===== config.mk =====
export PLATFORM = sky130hd
export DESIGN_NAME = uart_node_requester
export DESIGN_NICKNAME = d
export VERILOG_FILES = /design/src/rtl/uart_mutex_pkg.sv /design/src/rtl/sync_byte_fifo.sv /design/src/rtl/uart_node_requester.sv
export SDC_FILE = /design/constraint.sdc
export NUM_CORES = 1
export LEC_CHECK = 0
export CAP_MARGIN = 30
export CORE_MARGIN = 2
export CORE_UTILIZATION = 40
export CTS_CLUSTER_SIZE = 28
export DETAILED_ROUTE_END_ITERATION = 8
export GPL_TIMING_DRIVEN = 0
export PLACE_DENSITY = 0.71
export RECOVER_POWER = 100
export SYNTH_ARGS = -nofsm -noshare
export SYNTH_HDL_FRONTEND = slang
export SYNTH_SLANG_ARGS = --single-unit
export TNS_END_PERCENT = 20

===== constraint.sdc =====
create_clock -name CLK -period 4.25 [get_ports CLK]
set_input_delay 0.425 -clock CLK [delete_from_list [all_inputs] [get_ports CLK]]
set_output_delay 0.425 -clock CLK [all_outputs]
set_load 0.005 [all_outputs]

===== src/rtl/uart_mutex_pkg.sv =====
// Shared encodings for the UART mutex op-word bus and the node requester state type.
package uart_mutex_pkg;
  localparam logic [3:0]  FUNC_TAG    = 4'hB;
  localparam logic [15:0] START_BASE  = {4'hF, FUNC_TAG, 8'hFF};
  localparam logic [15:0] STOP_WORD   = {4'hF, FUNC_TAG, 8'h00};
  localparam logic [7:0]  DATA_PREFIX = 8'h01;
  // Sense is a data word carrying the UART NOP byte.
  localparam logic [15:0] SENSE_WORD  = {DATA_PREFIX, 8'h00};

  localparam logic [7:0]  LOCK_FREE   = 8'h00;
  localparam logic [7:0]  LOCK_NODE0  = 8'h01;
  localparam logic [7:0]  LOCK_NODE1  = 8'h02;

  typedef enum logic [2:0] {
    ST_IDLE, ST_REQ_S, ST_REQ_P, ST_REQ_C, ST_SEND, ST_GAP, ST_STOP
  } req_state_e;

  function automatic logic [15:0] start_word(input logic [3:0] prio);
    return START_BASE ^ {12'h000, prio};
  endfunction

  function automatic logic [15:0] data_word(input logic [7:0] b);
    return {DATA_PREFIX, b};
  endfunction
endpackage


===== src/rtl/sync_byte_fifo.sv =====
// Synchronous byte FIFO with occupancy count; push when full / pop when empty are ignored.
module sync_byte_fifo #(
  parameter int DEPTH = 16
) (
  input  logic                     CLK,
  input  logic                     RST,
  input  logic                     push,
  input  logic                     pop,
  input  logic [7:0]               wr_data,
  output logic [7:0]               rd_data,
  output logic                     full,
  output logic                     empty,
  output logic [$clog2(DEPTH):0]   count
);
  localparam int AW = $clog2(DEPTH);

  logic [7:0]    mem_q [DEPTH];
  logic [AW-1:0] wr_ptr_q, wr_ptr_d, rd_ptr_q, rd_ptr_d;
  logic [AW:0]   cnt_q, cnt_d;
  logic          do_push, do_pop;

  assign full    = (cnt_q == (AW+1)'(DEPTH));
  assign empty   = (cnt_q == '0);
  assign count   = cnt_q;
  assign rd_data = mem_q[rd_ptr_q];
  assign do_push = push & ~full;
  assign do_pop  = pop & ~empty;

  always_comb begin
    wr_ptr_d = wr_ptr_q;
    rd_ptr_d = rd_ptr_q;
    cnt_d    = cnt_q;
    if (do_push) wr_ptr_d = wr_ptr_q + AW'(1);
    if (do_pop)  rd_ptr_d = rd_ptr_q + AW'(1);
    case ({do_push, do_pop})
      2'b10:   cnt_d = cnt_q + (AW+1)'(1);
      2'b01:   cnt_d = cnt_q - (AW+1)'(1);
      default: cnt_d = cnt_q;
    endcase
  end

  always_ff @(posedge CLK or posedge RST) begin
    if (RST) begin
      wr_ptr_q <= '0;
      rd_ptr_q <= '0;
      cnt_q    <= '0;
    end else begin
      wr_ptr_q <= wr_ptr_d;
      rd_ptr_q <= rd_ptr_d;
      cnt_q    <= cnt_d;
    end
  end

  always_ff @(posedge CLK) begin
    if (do_push) mem_q[wr_ptr_q] <= wr_data;
  end
endmodule


===== src/rtl/uart_node_requester.sv =====
// Per-node requester: buffers node bytes, wins the UART mutex with START/SENSE probes,
// streams the frame as DATA words and releases with STOP.
module uart_node_requester
  import uart_mutex_pkg::*;
#(
  parameter int NODE_ID = 0,
  parameter int DEPTH   = 16,
  parameter int LEN_W   = 8,
  parameter int TIMEOUT = 1023
) (
  input  logic                     CLK,
  input  logic                     RST,
  input  logic [7:0]               wr_data,
  input  logic                     wr_valid,
  output logic                     wr_ready,
  input  logic                     go,
  input  logic [LEN_W-1:0]         go_len,
  input  logic [3:0]               go_prio,
  input  logic                     tx_ready,
  input  logic [15:0]              grant_bus,
  output logic [15:0]              op_word,
  output logic                     busy,
  output logic                     done,
  output logic                     timeout_err,
  output logic [$clog2(DEPTH):0]   fifo_count
);
  localparam int RW = $clog2(TIMEOUT + 1);
  localparam logic [7:0] OWN_ID = 8'(NODE_ID + 1);

  req_state_e       state_q, state_d;
  logic [15:0]      op_q, op_d;
  logic [LEN_W-1:0] len_q, len_d;
  logic [3:0]       prio_q, prio_d;
  logic [RW-1:0]    rounds_q, rounds_d;
  logic             snd_q, snd_d;
  logic             done_q, done_d;
  logic             terr_q, terr_d;

  logic       fifo_full, fifo_empty, pop, granted, emit;
  logic [7:0] head;
  logic       unused_periph;

  sync_byte_fifo #(.DEPTH(DEPTH)) u_fifo (
    .CLK     (CLK),
    .RST     (RST),
    .push    (wr_valid),
    .pop     (pop),
    .wr_data (wr_data),
    .rd_data (head),
    .full    (fifo_full),
    .empty   (fifo_empty),
    .count   (fifo_count)
  );

  assign wr_ready      = ~fifo_full;
  assign granted       = (grant_bus[15:8] == OWN_ID);
  assign unused_periph = ^grant_bus[7:0];
  assign emit          = tx_ready & ~fifo_empty;

  // op_d is the word for the state being entered, so the bus shows each state's word
  // during that state; a DATA word is therefore committed one cycle before its pop.
  always_comb begin
    state_d  = state_q;
    op_d     = 16'h0000;
    len_d    = len_q;
    prio_d   = prio_q;
    rounds_d = rounds_q;
    snd_d    = 1'b0;
    done_d   = 1'b0;
    terr_d   = terr_q;
    pop      = 1'b0;
    case (state_q)
      ST_IDLE: begin
        if (go && go_len != '0 && go_prio != 4'h0) begin
          state_d  = ST_REQ_S;
          op_d     = start_word(go_prio);
          len_d    = go_len;
          prio_d   = go_prio;
          rounds_d = '0;
          terr_d   = 1'b0;
        end
      end
      ST_REQ_S: begin
        state_d = ST_REQ_P;
        op_d    = SENSE_WORD;
      end
      ST_REQ_P: state_d = ST_REQ_C;
      ST_REQ_C: begin
        if (granted) begin
          state_d = ST_SEND;
          if (emit) begin
            op_d  = data_word(head);
            snd_d = 1'b1;
          end
        end else begin
          rounds_d = rounds_q + RW'(1);
          if (rounds_d == RW'(TIMEOUT)) begin
            state_d = ST_STOP;
            op_d    = STOP_WORD;
            terr_d  = 1'b1;
          end else begin
            state_d = ST_REQ_S;
            op_d    = start_word(prio_q);
          end
        end
      end
      ST_SEND: begin
        if (snd_q) begin
          pop     = 1'b1;
          len_d   = len_q - LEN_W'(1);
          state_d = ST_GAP;
        end else if (emit) begin
          op_d  = data_word(head);
          snd_d = 1'b1;
        end
      end
      ST_GAP: begin
        if (len_q == '0) begin
          state_d = ST_STOP;
          op_d    = STOP_WORD;
        end else begin
          state_d = ST_SEND;
          if (emit) begin
            op_d  = data_word(head);
            snd_d = 1'b1;
          end
        end
      end
      ST_STOP: begin
        state_d = ST_IDLE;
        done_d  = ~terr_q;
      end
      default: state_d = ST_IDLE;
    endcase
  end

  always_ff @(posedge CLK or posedge RST) begin
    if (RST) begin
      state_q  <= ST_IDLE;
      op_q     <= 16'h0000;
      len_q    <= '0;
      prio_q   <= 4'h0;
      rounds_q <= '0;
      snd_q    <= 1'b0;
      done_q   <= 1'b0;
      terr_q   <= 1'b0;
    end else begin
      state_q  <= state_d;
      op_q     <= op_d;
      len_q    <= len_d;
      prio_q   <= prio_d;
      rounds_q <= rounds_d;
      snd_q    <= snd_d;
      done_q   <= done_d;
      terr_q   <= terr_d;
    end
  end

  assign op_word     = op_q;
  assign busy        = (state_q != ST_IDLE);
  assign done        = done_q;
  assign timeout_err = terr_q;
endmodule


After elaboration in Yosys (flattened, before gate mapping)
Memories as Yosys holds them, arrays and structs flattened.
Index checks and enable logic that the tools add are counted.
W data, S select, Z words.
{"block": "word_totals", "input_bits": 41, "ramBits": 128, "word_cells": 91, "memories": 1, "output_inout_bits": 25, "reg_bits": 57}
{"memory": "u_fifo.mem_q", "depth": 16, "width": 8, "rd": 1, "rd_ports_with_merged_regs": 0, "wr": 1, "line": "sync_byte_fifo.sv:17", "rtl": "logic [7:0] mem_q [DEPTH];"}
{"block": "classes", "n_reduce_logical": 16, "add_sub_neg": 6, "muxes": 34, "bitwise": 8, "n_eq_ne": 15}
{"cell": "$mux W16", "n": 5}
{"cell": "$pmux W16 S5", "n": 1}
{"cell": "$not A4 Y15", "n": 2}
{"cell": "$mux W10", "n": 2}
{"cell": "$pmux W10 S2", "n": 1}
{"cell": "$pmux W3 S6", "n": 1}
{"cell": "$mux W8", "n": 2}
{"cell": "$pmux W8 S2", "n": 1}
{"cell": "$mux W1", "n": 12}
{"cell": "$mux W3", "n": 4}
{"cell": "$add A10 B1 Y10 const B", "n": 1}
{"cell": "$eq A10 B10 Y1 const B", "n": 1}
{"cell": "$pmux W5 S2", "n": 1}
{"cell": "$eq A3 B3 Y1 const B", "n": 3}
{"cell": "$mux W9", "n": 1}
{"cell": "$add A4 B1 Y4 const B", "n": 2}
{"cell": "$eq A8 B1 Y1 const B", "n": 1}
{"cell": "$logic_not A8 Y1", "n": 1}
{"cell": "$ne A2 B2 Y1 const B", "n": 4}
{"cell": "$reduce_bool A8 Y1", "n": 1}
{"cell": "$sub A8 B1 Y8 const B", "n": 1}
{"cell": "$eq A3 B2 Y1 const B", "n": 2}
{"cell": "$reduce_and A3 Y1", "n": 2}
{"cell": "$reduce_bool A2 Y1", "n": 3}
{"cell": "18 further kinds", "n": 24}

Depth between registers and ports, before layout
Gate-level depths: netlist (run 1).
{"block": "logic_depth", "depth_word": 6, "ltp_mapped": 13, "mapped_depth_nobuf": 12}

Modules after synthesis
A second synthesis (run 1) with hierarchy kept.
{"block": "unflattened", "cells_unflattened": 567, "hier_area_um2": 7915.1}
{"mod": "sync_byte_fifo", "seq_area_each_um2": 4169.0, "instances": 1, "cells_per_inst": 333, "area_each_um2": 5796.8}
{"mod": "uart_node_requester", "seq_area_each_um2": 950.9, "instances": 1, "cells_per_inst": 234, "area_each_um2": 2118.3}

Least setup slack after synthesis (run 1)
Ideal clock, no wire load.
{"block": "synth_path", "path_kind": "reg-to-reg", "startpoint": "register state_q[0]", "endpoint": "register u_fifo.cnt_q[4] (netlist: u_fifo.count[4])", "required_ps": 4171, "stages_incl_launch_ff": 13, "setup_time_ps": 79, "t_arrival_ps": 2822, "period_less_slack_ps": 2901, "slack_ps": 1349, "n_path_buf": 1, "path_cell_list": "dfrtp_1 > clkbuf_1 > nor3b_1 > nand2_1 > nor2_1 > ha_1 > inv_1 > fa_1 > nor2b_1 > o21ai_0 > and3_1 > nor3_1 > xor2_1"}
{"block": "synth_between", "elab_chain_len": 5, "word_cells_on_any_way": 7, "cone_classes": "3 x eq/ne; 2 x mux; 1 x bitwise; 1 x reduce/logical"}
{"item": "start: declaration", "line": "uart_node_requester.sv:30", "rtl": "req_state_e state_q, state_d;"}
{"item": "start signal: assignment", "line": "uart_node_requester.sv:148", "rtl": "state_q <= state_d;"}
{"item": "$eq A3 B3 Y1 *", "line": "uart_node_requester.sv:72", "rtl": "case (state_q)"}
{"item": "$mux W1 *", "line": "uart_node_requester.sv:72"}
{"item": "$and A1 B1 Y1 *", "line": "sync_byte_fifo.sv:27", "rtl": "assign do_pop = pop & ~empty;"}
{"item": "named net u_fifo.do_pop", "line": "sync_byte_fifo.sv:20", "rtl": "logic do_push, do_pop;"}
{"item": "$eq A2 B1 Y1 or $eq A2 B2 Y1 (tied branches)", "line": "sync_byte_fifo.sv:35", "rtl": "case ({do_push, do_pop})"}
{"item": "$pmux W5 S2 or $reduce_bool A2 Y1 (tied branches)"}
{"item": "end signal: assignment", "line": "sync_byte_fifo.sv:50", "rtl": "cnt_q <= cnt_d;"}
{"item": "end: declaration", "line": "sync_byte_fifo.sv:19", "rtl": "logic [AW:0] cnt_q, cnt_d;"}
The timed path passes the listed nets; every way through them passes the cells marked *.
A chain may end at the register's enable or synchronous reset.

Worst setup path after layout (run 1)
Same ends and word-level chain as after synthesis.

==> results of run 1 <==
## layout make-up
| class | instances | area (um^2) |
|---|---|---|
| Multi-Input combinational cell | 278 | 2350 |
| Buffer | 31 | 146 |
| Sequential cell | 179 | 5120 |
| Tap cell | 260 | 325 |
| Clock inverter | 15 | 158 |
| Fill cell | 1552 | 9650 |
| Timing Repair Buffer | 61 | 579 |
| Inverter | 19 | 71.3 |
| Clock buffer | 17 | 425 |
## cell families (layout without fill, tap and decap cells)
logic type	after synthesis	after routing
flops	179	179
fa+ha+maj	15	15
compound gates	84	84
xor+xnor	15	15
other cells	1	1
mux	41	41
buf+inv	50	143
simple gates	122	122
## cells in the mapped netlist (2+ instances only)
cell        n  share of area
a22oi_1     6         0.0058
and2_1      4         0.0032
mux4_2     36           0.11
ha_1       13          0.021
or3_1       3         0.0024
a21o_1      3         0.0029
xor2_1      7         0.0080
buf_4       6         0.0058
nand3_1     8         0.0052
nor3_1     10         0.0065
nand4_1     6         0.0049
inv_1      19         0.0093
edfxtp_1  128           0.50
clkbuf_1   16         0.0078
nor2b_1     4         0.0032
nor3b_1     2         0.0019
o211ai_1    4         0.0039
or3b_2      2         0.0023
nor2_1     29          0.014
and3_1      6         0.0049
dfrtp_1    51           0.17
buf_1       2        0.00097
nand2_1    28          0.014
nand2b_1    4         0.0032
o21ai_0    30          0.019
mux2_2      5         0.0073
xnor2_1     8         0.0091
nor4_1      4         0.0032
a21oi_1    17          0.011
o221ai_1    5         0.0057
buf_2       7         0.0045
o21ai_1     2         0.0013
o31ai_1     4         0.0039
or2_2       4         0.0032
## power by group
group	internal (mW)	total (mW)	switching (mW)
clock	0.787	1.52	0.731
sequential	2.18	2.35	0.167
combinational	0.473	1.05	0.581
total	3.44	4.92	1.48
## per-layer routing
layer / vias up / track usage
met5: - / 0
met4: 0 / 0.0511
met3: 18 / 0.0446
met2: 175 / 0.269
met1: 2311 / 0.224
li1: 2096 / -
## worst paths after layout
check	start	endpoint	slack, ps	depth (start not counted)
worst min register to register	timeout_err	done	490	1
worst max register to register	state_q[0]	u_fifo.count[4]	670	12
max in group asynchronous	RST	u_fifo.wr_ptr_q[2]	1460	3
worst min-delay path	RST	op_word[6]	440	2
min in group CLK	timeout_err	done	490	1
worst max-delay path	state_q[0]	u_fifo.count[4]	670	12
## per-stage QoR
| stage | power [mW] | std cells | cell area, um^2 |
|---|---|---|---|
| 5_1_grt | 5.18 | 860 | 9180 |
| 6_report | 4.92 | 860 | 9180 |
| 4_1_cts | 5.01 | 860 | 9220 |
| 3_3_place_gp | 3.40 | 823 | 8590 |
| 3_5_place_dp | 3.49 | 828 | 8640 |
| 2_1_floorplan | 2.99 | 507 | 7700 |
## flip-flops by register name, indices dropped and copies added, names as in the netlist, 3 cells and up
name             count
len_q                8
op_word             10
prio_q               4
rounds_q            10
state_q              3
u_fifo.count         5
u_fifo.mem_q       128
u_fifo.rd_ptr_q      4
u_fifo.wr_ptr_q      4
==> impl_metrics.json, run 1 <==
{
  "status": "finished with violations",
  "violations": "max-capacitance violations, max-slew violations",
  "startpoint_type": "flip-flop",
  "routed_via_density": 5.35,
  "yosys.area_share.simple": 0.0814,
  "io_pins": 66,
  "post-route-drc-count": 0,
  "routed_wirelength_um": 15900,
  "cts_setup_buffers": 0,
  "path_clk_slew_ps": 70,
  "fmax_ghz": 0.279,
  "grt-ovfl-total": 0,
  "initial_core_util": 0.409,
  "grt_pass1_vias": 4632,
  "worst-endpoint-arrival_ps": 3940,
  "path_class": "reg2reg",
  "globalplace.congestion": 0.849,
  "critPathSlowestCell": "nor3b_1",
  "io_buffer_count": 56,
  "synth-seq-cells": 179,
  "rows": 50,
  "synthAdderAreaFrac": 0.0250,
  "n_antenna_cell": 0,
  "rsz0062_at_grt": "no",
  "setup_viol": 0,
  "numCtsBuffers": 17,
  "min_period_over_period": 0.842,
  "cts_sinks": 179,
  "period_minus_slack_ps": 3580,
  "wl_per_cell_um": 18.5,
  "dr_wl_met3_um": 1190,
  "tns_ps": 0,
  "drive_above_1_share": 0.160,
  "synth_cell_types": 58,
  "post-dp-hpwl_um": 11400,
  "hold_slack_ps": 438,
  "place_ws_ps": 692,
  "critPathRequiredTime_ps": 4610,
  "grt_pass1_wl_um": 25300,
  "ys_seq_area_frac": 0.665,
  "max_stage_delay_ps": 740,
  "ir_worst_vdd_mv": 0.297,
  "fin_nets": 642,
  "path_cells": "clkbuf_1 -> nor3b_1 -> nand2_1 -> nor2_1 -> ha_1 -> inv_1 -> fa_1 -> nor2b_1 -> o21ai_0 -> and3_1 -> nor3_1 -> xor2_1",
  "worstMarginPinSlew_ps": 2140,
  "hold_path_class": "in2async",
  "clk_latency_ps": 430,
  "maxUsedRoutingLayer": "met4",
  "synthArstFlopShare": 0.285,
  "fin_ws_ps": 672,
  "drt-pass1-iter-count": 4,
  "synth_edf_count": 128,
  "synth_xor_area_frac": 0.0171,
  "skew_ps": 6.05,
  "syn2layout_area_growth_pct": 19.2,
  "yosys_warnings": 0,
  "synth-compound-area-share": 0.0705,
  "final_common_cell": "edfxtp_1",
  "grt_max_degree": 40,
  "synth.avg_cell_area_um2": 15.2,
  "die_area_um2": 20400,
  "hold_viol_final": 0,
  "postCtsHoldBufs": 0,
  "final_max_slew_viol_count": 40,
  "grtUsageTotal": 0.167,
  "cts_tree": "built",
  "die_height_um": 143,
  "synth_area_um2": 7700,
  "synth_top_family_by_area": "multiplexers",
  "critPathBufInv": 2,
  "critical_path.top_delay_family": "simple AND/OR/NAND/NOR gates",
  "leakagePower_nw": 3.21,
  "cp-end-kind": "flip-flop",
  "antenna_found_initial": 0,
  "syn-num-nets": 562,
  "met2_wirelength_um": 7700,
  "first_iter_violations": 314,
  "m1WireLength_um": 6840,
  "vias": 4600,
  "core_area_um2": 18800,
  "finish.utilization": 0.488,
  "cts.root.buffer_cell": "clkbuf_16",
  "max_slew_margin": -0.428,
  "final_cell_mix": "edfxtp_1, dfrtp_1, mux4_2, dlygate4sd3_1, o21ai_0",
  "cp_max_fo": 8,
  "p_per_area_nw_per_um2": 536,
  "h-tree-depth": 4,
  "synth_cells": 507,
  "dieWidth_um": 143,
  "ant_nets": 0,
  "cts_resized": 0,
  "max_cap_viol_count": 1,
  "synthFlopType": "edfxtp_1",
  "synth_mux_area_frac": 0.113,
  "cts_buffer_depth": 2
}
Power figures use the tool's default switching activity.
==> run 2: changes to the inputs <==
--- a/config.mk
+++ b/config.mk
@@ -11,7 +11,7 @@
 export CTS_CLUSTER_SIZE = 28
 export DETAILED_ROUTE_END_ITERATION = 8
 export GPL_TIMING_DRIVEN = 0
-export PLACE_DENSITY = 0.71
+export PLACE_DENSITY = 0.73
 export RECOVER_POWER = 100
 export SYNTH_ARGS = -nofsm -noshare
 export SYNTH_HDL_FRONTEND = slang
==> constraint.sdc (replaced) <==
create_clock -name CLK -period 3.2 [get_ports CLK]
set_input_delay 0.32 -clock CLK [delete_from_list [all_inputs] [get_ports CLK]]
set_output_delay 0.32 -clock CLK [all_outputs]
set_load 0.005 [all_outputs]
==> run 2 against run 1 <==
Effect of this change: the flow still finishes with violations (max-capacitance violations, max-slew violations); sequential power increased by 33%; maximum frequency grew 20%; combinational power is 37% higher; register-to-register slack worse by 460 ps; critical path type unchanged; largest cell class unchanged.
==> impl_metrics.json, run 2 (synthesis results as in run 1) <==
{
  "final_common_cell": "edfxtp_1",
  "min_period_over_period": 0.935,
  "postCtsHoldBufs": 0,
  "numCtsBuffers": 17,
  "final_cell_mix": "edfxtp_1, dfrtp_1, mux4_2, o21ai_0, clkdlybuf4s50_1",
  "grt-ovfl-total": 0,
  "max_cap_viol_count": 1,
  "rows": 50,
  "dr_wl_met3_um": 1030,
  "skew_ps": 12.0,
  "seqPwrFrac": 0.477,
  "dieWidth_um": 143,
  "cp-end-kind": "flip-flop",
  "cp_max_fo": 8,
  "m1WireLength_um": 6950,
  "critical_path.top_delay_family": "simple AND/OR/NAND/NOR gates",
  "globalplace.congestion": 0.840,
  "r2r_end": "u_fifo.count[4]",
  "hold_viol_final": 0,
  "setup_viol": 0,
  "io_buffer_count": 56,
  "met2_wirelength_um": 7750,
  "violations": "max-capacitance violations, max-slew violations",
  "cts_buffer_depth": 2,
  "ir_worst_vdd_mv": 0.400,
  "startpoint": "state_q[0]",
  "p_clk_frac": 0.303,
  "fmax_ghz": 0.334,
  "finish.utilization": 0.489,
  "post-route-drc-count": 0,
  "routed_wirelength_um": 15900,
  "path_clk_slew_ps": 70,
  "largest_reg_flops": 128,
  "cp.depth": 12,
  "rrSetupSlack_ps": 210,
  "path_class": "reg2reg",
  "grt_pass1_wl_um": 25100,
  "leakagePower_nw": 3.22,
  "intPower_mw": 4.57,
  "startpoint_type": "flip-flop",
  "grt_pass1_vias": 4632,
  "wl_per_cell_um": 18.6,
  "max_slew_margin": -0.186,
  "period_minus_slack_ps": 2990,
  "vias": 4599,
  "critPathSlowestCell": "fa_1",
  "n_antenna_cell": 0,
  "share_comb_of_total_power": 0.219,
  "grtUsageTotal": 0.164,
  "routed_via_density": 5.38,
  "maxUsedRoutingLayer": "met4",
  "drt-pass1-iter-count": 4,
  "core_area_um2": 18800,
  "io_pins": 66,
  "grt_max_degree": 41,
  "ant_nets": 0,
  "critPathRequiredTime_ps": 3560,
  "cts_tree": "built",
  "cts_setup_buffers": 0,
  "max_stage_delay_ps": 400,
  "die_area_um2": 20400,
  "first_iter_violations": 376,
  "syn2layout_area_growth_pct": 19.6,
  "cts_sinks": 179,
  "post-dp-hpwl_um": 11000,
  "h-tree-depth": 4,
  "crit_end": "u_fifo.count[4]",
  "worst-endpoint-arrival_ps": 3350,
  "final_max_slew_viol_count": 41,
  "critPathBufInv": 2,
  "hold_path_class": "in2async",
  "power_switching_share": 0.302,
  "initial_core_util": 0.409,
  "p_per_area_nw_per_um2": 712,
  "largest-register": "u_fifo.mem_q",
  "cts.root.buffer_cell": "clkbuf_16",
  "fin_nets": 637,
  "clk_latency_ps": 440,
  "r2r_start": "state_q[0]",
  "power_mw": 6.55,
  "path_cells": "clkbuf_1 -> nor3b_4 -> nand2_1 -> nor2_4 -> ha_1 -> inv_1 -> fa_1 -> nor2b_1 -> o21ai_0 -> and3_1 -> nor3_1 -> xor2_1",
  "status": "finished with violations",
  "worstMarginPinSlew_ps": 1780,
  "drive_above_1_share": 0.176,
  "power.switching_mw": 1.98,
  "die_height_um": 143,
  "antenna_found_initial": 0,
  "reg2reg_depth": 12
}
## run 2: worst min-delay path by stage
stage / end / slack [ps] / cells past startpoint
after floorplan: u_fifo.mem_q[0][0] / 420 / 0
after CTS: len_q[3] / 150 / 2
after global routing: len_q[7] / 390 / 2
final: len_q[3] / 340 / 2
after global placement: done / 480 / 1
after detailed placement: done / 480 / 1
## run 2: power groups by stage
stage                     sequential (mW)  combinational, mW  clock, mW
after floorplan                      3.12              0.854          0
after global routing                 3.18               1.58       2.12
after detailed placement             3.17               1.46          0
after CTS                            3.13               1.47       2.02
after global placement               3.14               1.37          0
final                                3.13               1.44       1.99
## run 2: through the flow
stage | worst slack (ps) | cell area (um^2) | hold slack (ps) | setup TNS (ps) | cells
finish | 209 | 9210 | 341 | 0 | 855
global placement | -312 | 8590 | 479 | -384 | 823
CTS | 68.3 | 9200 | 146 | 0 | 856
floorplan | 299 | 7700 | 419 | 0 | 507
detailed placement | -350 | 8630 | 482 | -350 | 824
global route | -31.2 | 9210 | 388 | -31.2 | 855
## run 2: cell type report
class | count | area [um^2]
fill | 1549 | 9620
sequential | 179 | 5120
multi-input combinational | 278 | 2410
timing repair buffer | 57 | 573
clock buffer | 17 | 425
tap | 260 | 325
buffer | 30 | 144
clock inverter | 15 | 141
inverter | 19 | 71.3
## run 2: what timing repair did
item | in CTS | in global routing
pin swaps | 0 | 1
gates resized for setup | 2 | 3
endpoints found under the setup margin | 2 | 1
## run 2: worst reg2reg max path: cells and delay by family, from the launching register on
| kind | cells | cell delay, ps |
|---|---|---|
| AOI/OAI and AO/OA | 1 | 110 |
| xor gates and xnor gates | 1 | 160 |
| adders and majority gates | 2 | 660 |
| buffers and inverters | 2 | 300 |
| DFF | 1 | 360 |
| and+or+nand+nor | 6 | 1340 |
## run 2: metal layers
layer | GRT usage | up-vias
li1 | - | 2086
met1 | 0.220 | 2329
met2 | 0.266 | 163
met3 | 0.0476 | 21
met4 | 0.0417 | 0
met5 | 0 | -
